**src/rtl/muldiv_iter.sv**
```systemverilog
// Iterative RV32M/RV64M multiply/divide unit for the execute stage.
// Shift-add multiply and restoring divide, one bit per cycle, with a pipeline stall output.
module muldiv_iter #(
    parameter int XLEN = 32
) (
    input  logic            clk,
    input  logic            reset,
    input  logic            start,
    input  logic            flush,
    input  logic [2:0]      funct3,
    input  logic [XLEN-1:0] a,
    input  logic [XLEN-1:0] b,
    output logic [XLEN-1:0] result,
    output logic            done,
    output logic            busy,
    output logic            stall
);

    // state | meaning
    // IDLE  | waiting for start
    // RUN   | iterating, one multiplier/quotient bit per cycle
    // DONE  | result just written, done high; a new start is accepted here too

    localparam int CW = $clog2(XLEN);
    localparam logic [XLEN-1:0] MIN_INT = {1'b1, {(XLEN-1){1'b0}}};

    typedef enum logic [1:0] {S_IDLE, S_RUN, S_DONE} state_t;
    state_t state, state_next;

    logic [CW-1:0]     cnt;
    logic [2:0]        op;
    logic              sa, sb;
    logic [XLEN-1:0]   opnd, hi, lo;

    logic              accept, finish;
    logic              a_signed, b_signed, is_div, b_zero, ovf, special;
    logic [XLEN-1:0]   mag_a, mag_b, special_res;
    logic [XLEN:0]     mul_sum, div_shift, div_diff;
    logic [XLEN-1:0]   hi_step, lo_step, final_res;
    logic [2*XLEN-1:0] prod, prod_signed;

    always_comb begin
        a_signed = (funct3 == 3'b001) || (funct3 == 3'b010) ||
                   (funct3 == 3'b100) || (funct3 == 3'b110);
        b_signed = (funct3 == 3'b001) || (funct3 == 3'b100) || (funct3 == 3'b110);
        mag_a    = (a_signed && a[XLEN-1]) ? -a : a;
        mag_b    = (b_signed && b[XLEN-1]) ? -b : b;
        is_div   = funct3[2];
        b_zero   = (b == '0);
        ovf      = is_div && !funct3[0] && (a == MIN_INT) && (b == '1);
        special  = is_div && (b_zero || ovf);
        if (b_zero) special_res = funct3[1] ? a : '1;
        else        special_res = funct3[1] ? '0 : a;
    end

    // hi/lo hold accumulator/multiplier for multiply, remainder/quotient for divide
    always_comb begin
        mul_sum   = {1'b0, hi} + (lo[0] ? {1'b0, opnd} : '0);
        div_shift = {hi, lo[XLEN-1]};
        div_diff  = div_shift - {1'b0, opnd};
        if (op[2]) begin
            hi_step = div_diff[XLEN] ? div_shift[XLEN-1:0] : div_diff[XLEN-1:0];
            lo_step = {lo[XLEN-2:0], ~div_diff[XLEN]};
        end else begin
            hi_step = mul_sum[XLEN:1];
            lo_step = {mul_sum[0], lo[XLEN-1:1]};
        end
        prod        = {hi_step, lo_step};
        prod_signed = (sa ^ sb) ? -prod : prod;
        case (op)
            3'b000:                 final_res = prod_signed[XLEN-1:0];
            3'b001, 3'b010, 3'b011: final_res = prod_signed[2*XLEN-1:XLEN];
            3'b100, 3'b101:         final_res = (sa ^ sb) ? -lo_step : lo_step;
            default:                final_res = sa ? -hi_step : hi_step;
        endcase
    end

    always_comb begin
        state_next = state;
        accept     = 1'b0;
        finish     = 1'b0;
        case (state)
            S_IDLE, S_DONE: begin
                if (start) begin
                    accept     = 1'b1;
                    state_next = special ? S_DONE : S_RUN;
                end else begin
                    state_next = S_IDLE;
                end
            end
            S_RUN: begin
                if (cnt == '0) begin
                    finish     = 1'b1;
                    state_next = S_DONE;
                end
            end
            default: state_next = S_IDLE;
        endcase
        if (flush) begin
            state_next = S_IDLE;
            accept     = 1'b0;
            finish     = 1'b0;
        end
    end

    always_ff @(posedge clk) begin
        if (reset) state <= S_IDLE;
        else       state <= state_next;
    end

    always_ff @(posedge clk) begin
        if (reset) begin
            result <= '0;
            done   <= 1'b0;
            busy   <= 1'b0;
            cnt    <= '0;
            op     <= '0;
            sa     <= 1'b0;
            sb     <= 1'b0;
            opnd   <= '0;
            hi     <= '0;
            lo     <= '0;
        end else begin
            done <= (state_next == S_DONE);
            busy <= (state_next == S_RUN);
            if (accept) begin
                op  <= funct3;
                sa  <= a_signed & a[XLEN-1];
                sb  <= b_signed & b[XLEN-1];
                cnt <= CW'(XLEN - 1);
                hi  <= '0;
                if (is_div) begin
                    opnd <= mag_b;
                    lo   <= mag_a;
                end else begin
                    opnd <= mag_a;
                    lo   <= mag_b;
                end
                if (special) result <= special_res;
            end else if (state == S_RUN && !flush) begin
                hi  <= hi_step;
                lo  <= lo_step;
                cnt <= cnt - 1'b1;
                if (finish) result <= final_res;
            end
        end
    end

    assign stall = busy | (start & ~busy);

endmodule

```
**config.mk**
```make
export PLATFORM = sky130hd
export DESIGN_NAME = muldiv_iter
export DESIGN_NICKNAME = d
export VERILOG_FILES = /design/src/rtl/muldiv_iter.sv
export SDC_FILE = /design/constraint.sdc
export NUM_CORES = 1
export LEC_CHECK = 0
export ABC_CLOCK_PERIOD_IN_PS = 7580
export CAP_MARGIN = 20
export CORE_MARGIN = 2
export CORE_UTILIZATION = 50
export DETAILED_ROUTE_END_ITERATION = 7
export GPL_ROUTABILITY_DRIVEN = 1
export GPL_TIMING_DRIVEN = 0
export PLACE_DENSITY = 0.69
export SKIP_LAST_GASP = 1
export SYNTH_ARGS = -nofsm -noshare
export SYNTH_HDL_FRONTEND = slang
export SYNTH_SLANG_ARGS = --single-unit
```
**constraint.sdc**
```tcl
create_clock -name clk -period 7.58 [get_ports clk]
set_input_delay 0.758 -clock clk [delete_from_list [all_inputs] [get_ports clk]]
set_output_delay 0.758 -clock clk [all_outputs]
set_load 0.03 [all_outputs]
```
==> reports/summary.log <==
qor: layout.multi_input_comb_area 12510 sq um
qor: pwr.power 2955 uW
qor: yosys.synth_area 16280 sq um
qor: route.drt_iter0_drc 2462
qor: clocking.cts_tree yes
qor: route.route.antenna.remaining_nets 0
qor: critical_path.crit_fanout 19
qor: critical_path.worst_r2r_endpoint result[28]
qor: timing.setup-tns-final 0 ns
qor: critical_path.worst_reg2reg_setup_slack 0.21 ns
qor: yosys.synth_top_area_share 17.46%
qor: grt.grt_antenna_before_repair 3
qor: clocking.number_of_setup_buffers_added_after_cts 0
qor: timing.max_clock_freq 135.8 MHz
qor: clocking.cts_buffer_depth 2
qor: layout.final-seq-area 2843 sq um
qor: clocking.tritoncts.num_buffers 17
qor: route.num_vias 19860
qor: timing.maxSlewHeadroom 14.89%
qor: yosys.synthFlopType sky130_fd_sc_hd__dfxtp_1
qor: critical_path.worst-setup-path-type flop to flop
qor: clocking.cts-resized-gates 1
qor: floorplanning.die_area 34030 sq um
qor: yosys.syn-num-nets 2490
qor: place.detailedPlacementHpwl 64480 um
qor: run.max-cap-violations 0
qor: layout.share_of_the_core_filled_with_cells 57.24%
qor: critical_path.critical_path.slowest_cell sky130_fd_sc_hd__clkbuf_1
qor: clocking.cts_hold_repair.buffers 0
qor: pwr.irDropWorstVdd 228.2 uV
qor: grt.grt_usage 45.99%
qor: layout.finish.instance_area 18480 sq um
qor: yosys.synth_area_per_cell 6.938 sq um
qor: place.gpl.final_weighted_congestion 1.081
qor: grt.largest_net_degree_at_the_start_of_global_routing 20
qor: worst_hold_path.hold_depth 2
qor: pwr.pwr_density_cell 159.9 nW/um^2
qor: timing.postLayoutSetupSlackWorst 0.2141 ns
qor: route.routed_via_density 6.791
qor: grt.vias_in_the_first_global_route 18400
qor: route.drt_wl_total 78830 um
qor: floorplanning.floorplan.core_area 32290 sq um
qor: timing.timing.clock.skew 0.01805 ns
qor: yosys.most_common_cell_in_the_netlist sky130_fd_sc_hd__nand2_1
qor: yosys.synth-edff-count 0
qor: worst_hold_path.hold_class flop to flop
qor: route.drt-wirelength-per-cell 26.96 um
qor: critical_path.rr_startpoint op[2]
qor: critical_path.critPathRequiredTime 7.88 ns
qor: pwr.power.leakage 0.006636 uW
qor: clocking.cts.clk_slew.worst_paths 0.07 ns
qor: critical_path.critPathMostFrequentCell sky130_fd_sc_hd__buf_2
qor: yosys.syn_inst 2347
qor: yosys.synth_sequential_area_ratio 17.46%
qor: timing.finalCriticalPeriod 7.366 ns
qor: floorplanning.initial_core_utilization 50.43%
qor: yosys.synth_largest_area_cell sky130_fd_sc_hd__dfxtp_1
qor: route.detail_route.drc_violations 0
qor: timing.hold_vio_cnt_final 0
qor: route.dr.pass1.iters 6
qor: critical_path.cell_depth_of_the_worst_flop_to_flop_path 20
qor: yosys.ys_top_cells_by_area sky130_fd_sc_hd__dfxtp_1 (17%), sky130_fd_sc_hd__nand2_1 (7.0%), sky130_fd_sc_hd__a21oi_1 (6.7%)
qor: critical_path.worst-endpoint-arrival 7.67 ns
qor: layout.num_antenna_cells 0
qor: floorplanning.num_rows 66
qor: timing.drv_slew 0
qor: critical_path.slowest_delay 0.63 ns
qor: clocking.cts_sinks 142
qor: timing.finalSetupViolations 0
qor: critical_path.worstSetupEndpointType flop
qor: clocking.insertion_delay 0.45 ns
qor: place.dpl-instance-area 17880 sq um
qor: yosys.synth.cells.most_frequent sky130_fd_sc_hd__nand2_1 (305), sky130_fd_sc_hd__a21oi_1 (219), sky130_fd_sc_hd__nor2_1 (212), sky130_fd_sc_hd__o21ai_0 (164), sky130_fd_sc_hd__dfxtp_1 (142)
qor: layout.drive_gt1_share 4.915%
qor: timing.finalCritPeriodShare 97.18%
qor: clocking.clk_root_buffer_cell sky130_fd_sc_hd__clkbuf_16
qor: yosys.yosysWarnings 0
qor: place.port_buffers 103
qor: timing.worst_pin_slew 1.261 ns
qor: grt.grt_pass1_wl 115900 um
qor: clocking.clock_tree.htree_level_count 4
qor: floorplanning.die_height 184.5 um
qor: grt.globalRoute.totalOverflow 0
qor: layout.nets_final 2612
qor: run_status.outcome finished, final reports clean
qor: critical_path.crit_path_cell_trace clkbuf_1 -> buf_2 -> clkbuf_1 -> buf_2 -> buf_2 -> buf_2 -> nor2b_1 -> nor2_1 -> ha_1 -> nand2_1 -> or3_1 -> nor2_1 -> nand2_1 -> clkinv_1 -> nand3_1 -> or3_1 -> o31ai_1 -> xor2_1 -> a221oi_1 -> o32ai_2
qor: layout.fill_cells 3171
qor: layout.syn_to_final_growth 13.51%
qor: yosys.synth.lib_cells_used.distinct 103
qor: floorplanning.dieWidth 184.5 um
qor: worst_hold_path.timing.hold.worst_endpoint result[7]
qor: critical_path.setup.worst_path.start_class flop
qor: worst_hold_path.worst_hold_startpoint result[7]
qor: yosys.yosys_register_bits 142
qor: yosys.ys_async_sr_fraction 0%
qor: place.dpl_worst_slack -0.4714 ns
qor: timing.rsz0062_at_grt false
qor: floorplanning.design.portCount 106
registers in the layout, summed over array words and instances (netlist names):
name	count
sb	1
op	3
hi	32
busy	1
state	2
done	1
cnt	5
opnd	32
sa	1
result	32
lo	32
layout make-up:
| type | count | share of cell area, % |
|---|---|---|
| Buffer | 160 | 3.534 |
| Multi-Input combinational cell | 1968 | 67.66 |
| Timing Repair Buffer | 105 | 5.632 |
| Inverter | 75 | 1.523 |
| Clock buffer | 19 | 2.342 |
| Sequential cell | 142 | 15.38 |
| Clock inverter | 13 | 0.9342 |
| Tap cell | 442 | 2.992 |
worst max path at each step:
stage,startpoint,endpoint
detailed placement,op[2],result[28]
global placement,op[2],result[28]
floorplan,op[2],result[28]
global route,op[2],result[28]
finish,op[2],result[28]
CTS,op[2],result[28]
critical path, delay by kind of cell, from the launching register on:
kind,cells,cell delay (ns)
AO/OA/AOI/OAI,3,0.85
XOR/XNOR,1,0.17
adder cells (fa/ha/maj),1,0.27
buffers and inverters,7,3.12
flip-flops,1,0.47
AND/OR/NAND/NOR,8,2.32
layer usage:
layer  GRT usage (%)  wire, um  up-vias
li1                -         -     8829
met1           55.80     29510     9280
met2           71.14     33750     1379
met3           11.58      9007      369
met4           32.22      6560        0
met5               0         0        -
metrics by stage:
stage	std cells	hold WS, ns
3_3_place_gp	2892	0.4474
3_5_place_dp	2894	0.4529
6_report	2924	0.4606
4_1_cts	2925	0.4615
5_1_grt	2924	0.4893
2_1_floorplan	2347	0.4403
cell families (layout without fill, tap and decap cells):
family	count (synthesis)	in the layout	synth area share, %
and+or+nand+nor	879	879	25.82
AOI/OAI and AO/OA	768	768	31.40
buffers and inverters	237	372	5.778
xor gates and xnor gates	186	186	10.00
DFF	142	142	17.46
adders and majority gates	82	82	6.239
muxes	53	53	3.304
power by group:
group	switching (uW)	total [uW]	internal, uW
registers	53.6	835	782
logic	807	1210	398
clock network	388	915	526
cell usage in the layout (no fill, tap or decap), types with 35 or more instances in the layout:
cell	count
sky130_fd_sc_hd__ha_1	70
sky130_fd_sc_hd__xnor2_1	115
sky130_fd_sc_hd__nor3_1	76
sky130_fd_sc_hd__clkdlybuf4s50_1	103
sky130_fd_sc_hd__nand2_1	305
sky130_fd_sc_hd__and2_1	49
sky130_fd_sc_hd__nor2_1	212
sky130_fd_sc_hd__inv_1	71
sky130_fd_sc_hd__xor2_1	71
sky130_fd_sc_hd__clkbuf_1	122
sky130_fd_sc_hd__o21ai_0	164
sky130_fd_sc_hd__dfxtp_1	142
sky130_fd_sc_hd__nand3_1	44
sky130_fd_sc_hd__mux2i_1	47
sky130_fd_sc_hd__a31oi_1	35
sky130_fd_sc_hd__a211oi_1	61
sky130_fd_sc_hd__o211ai_1	74
sky130_fd_sc_hd__a21oi_1	219
Power figures use the tool's default switching activity.
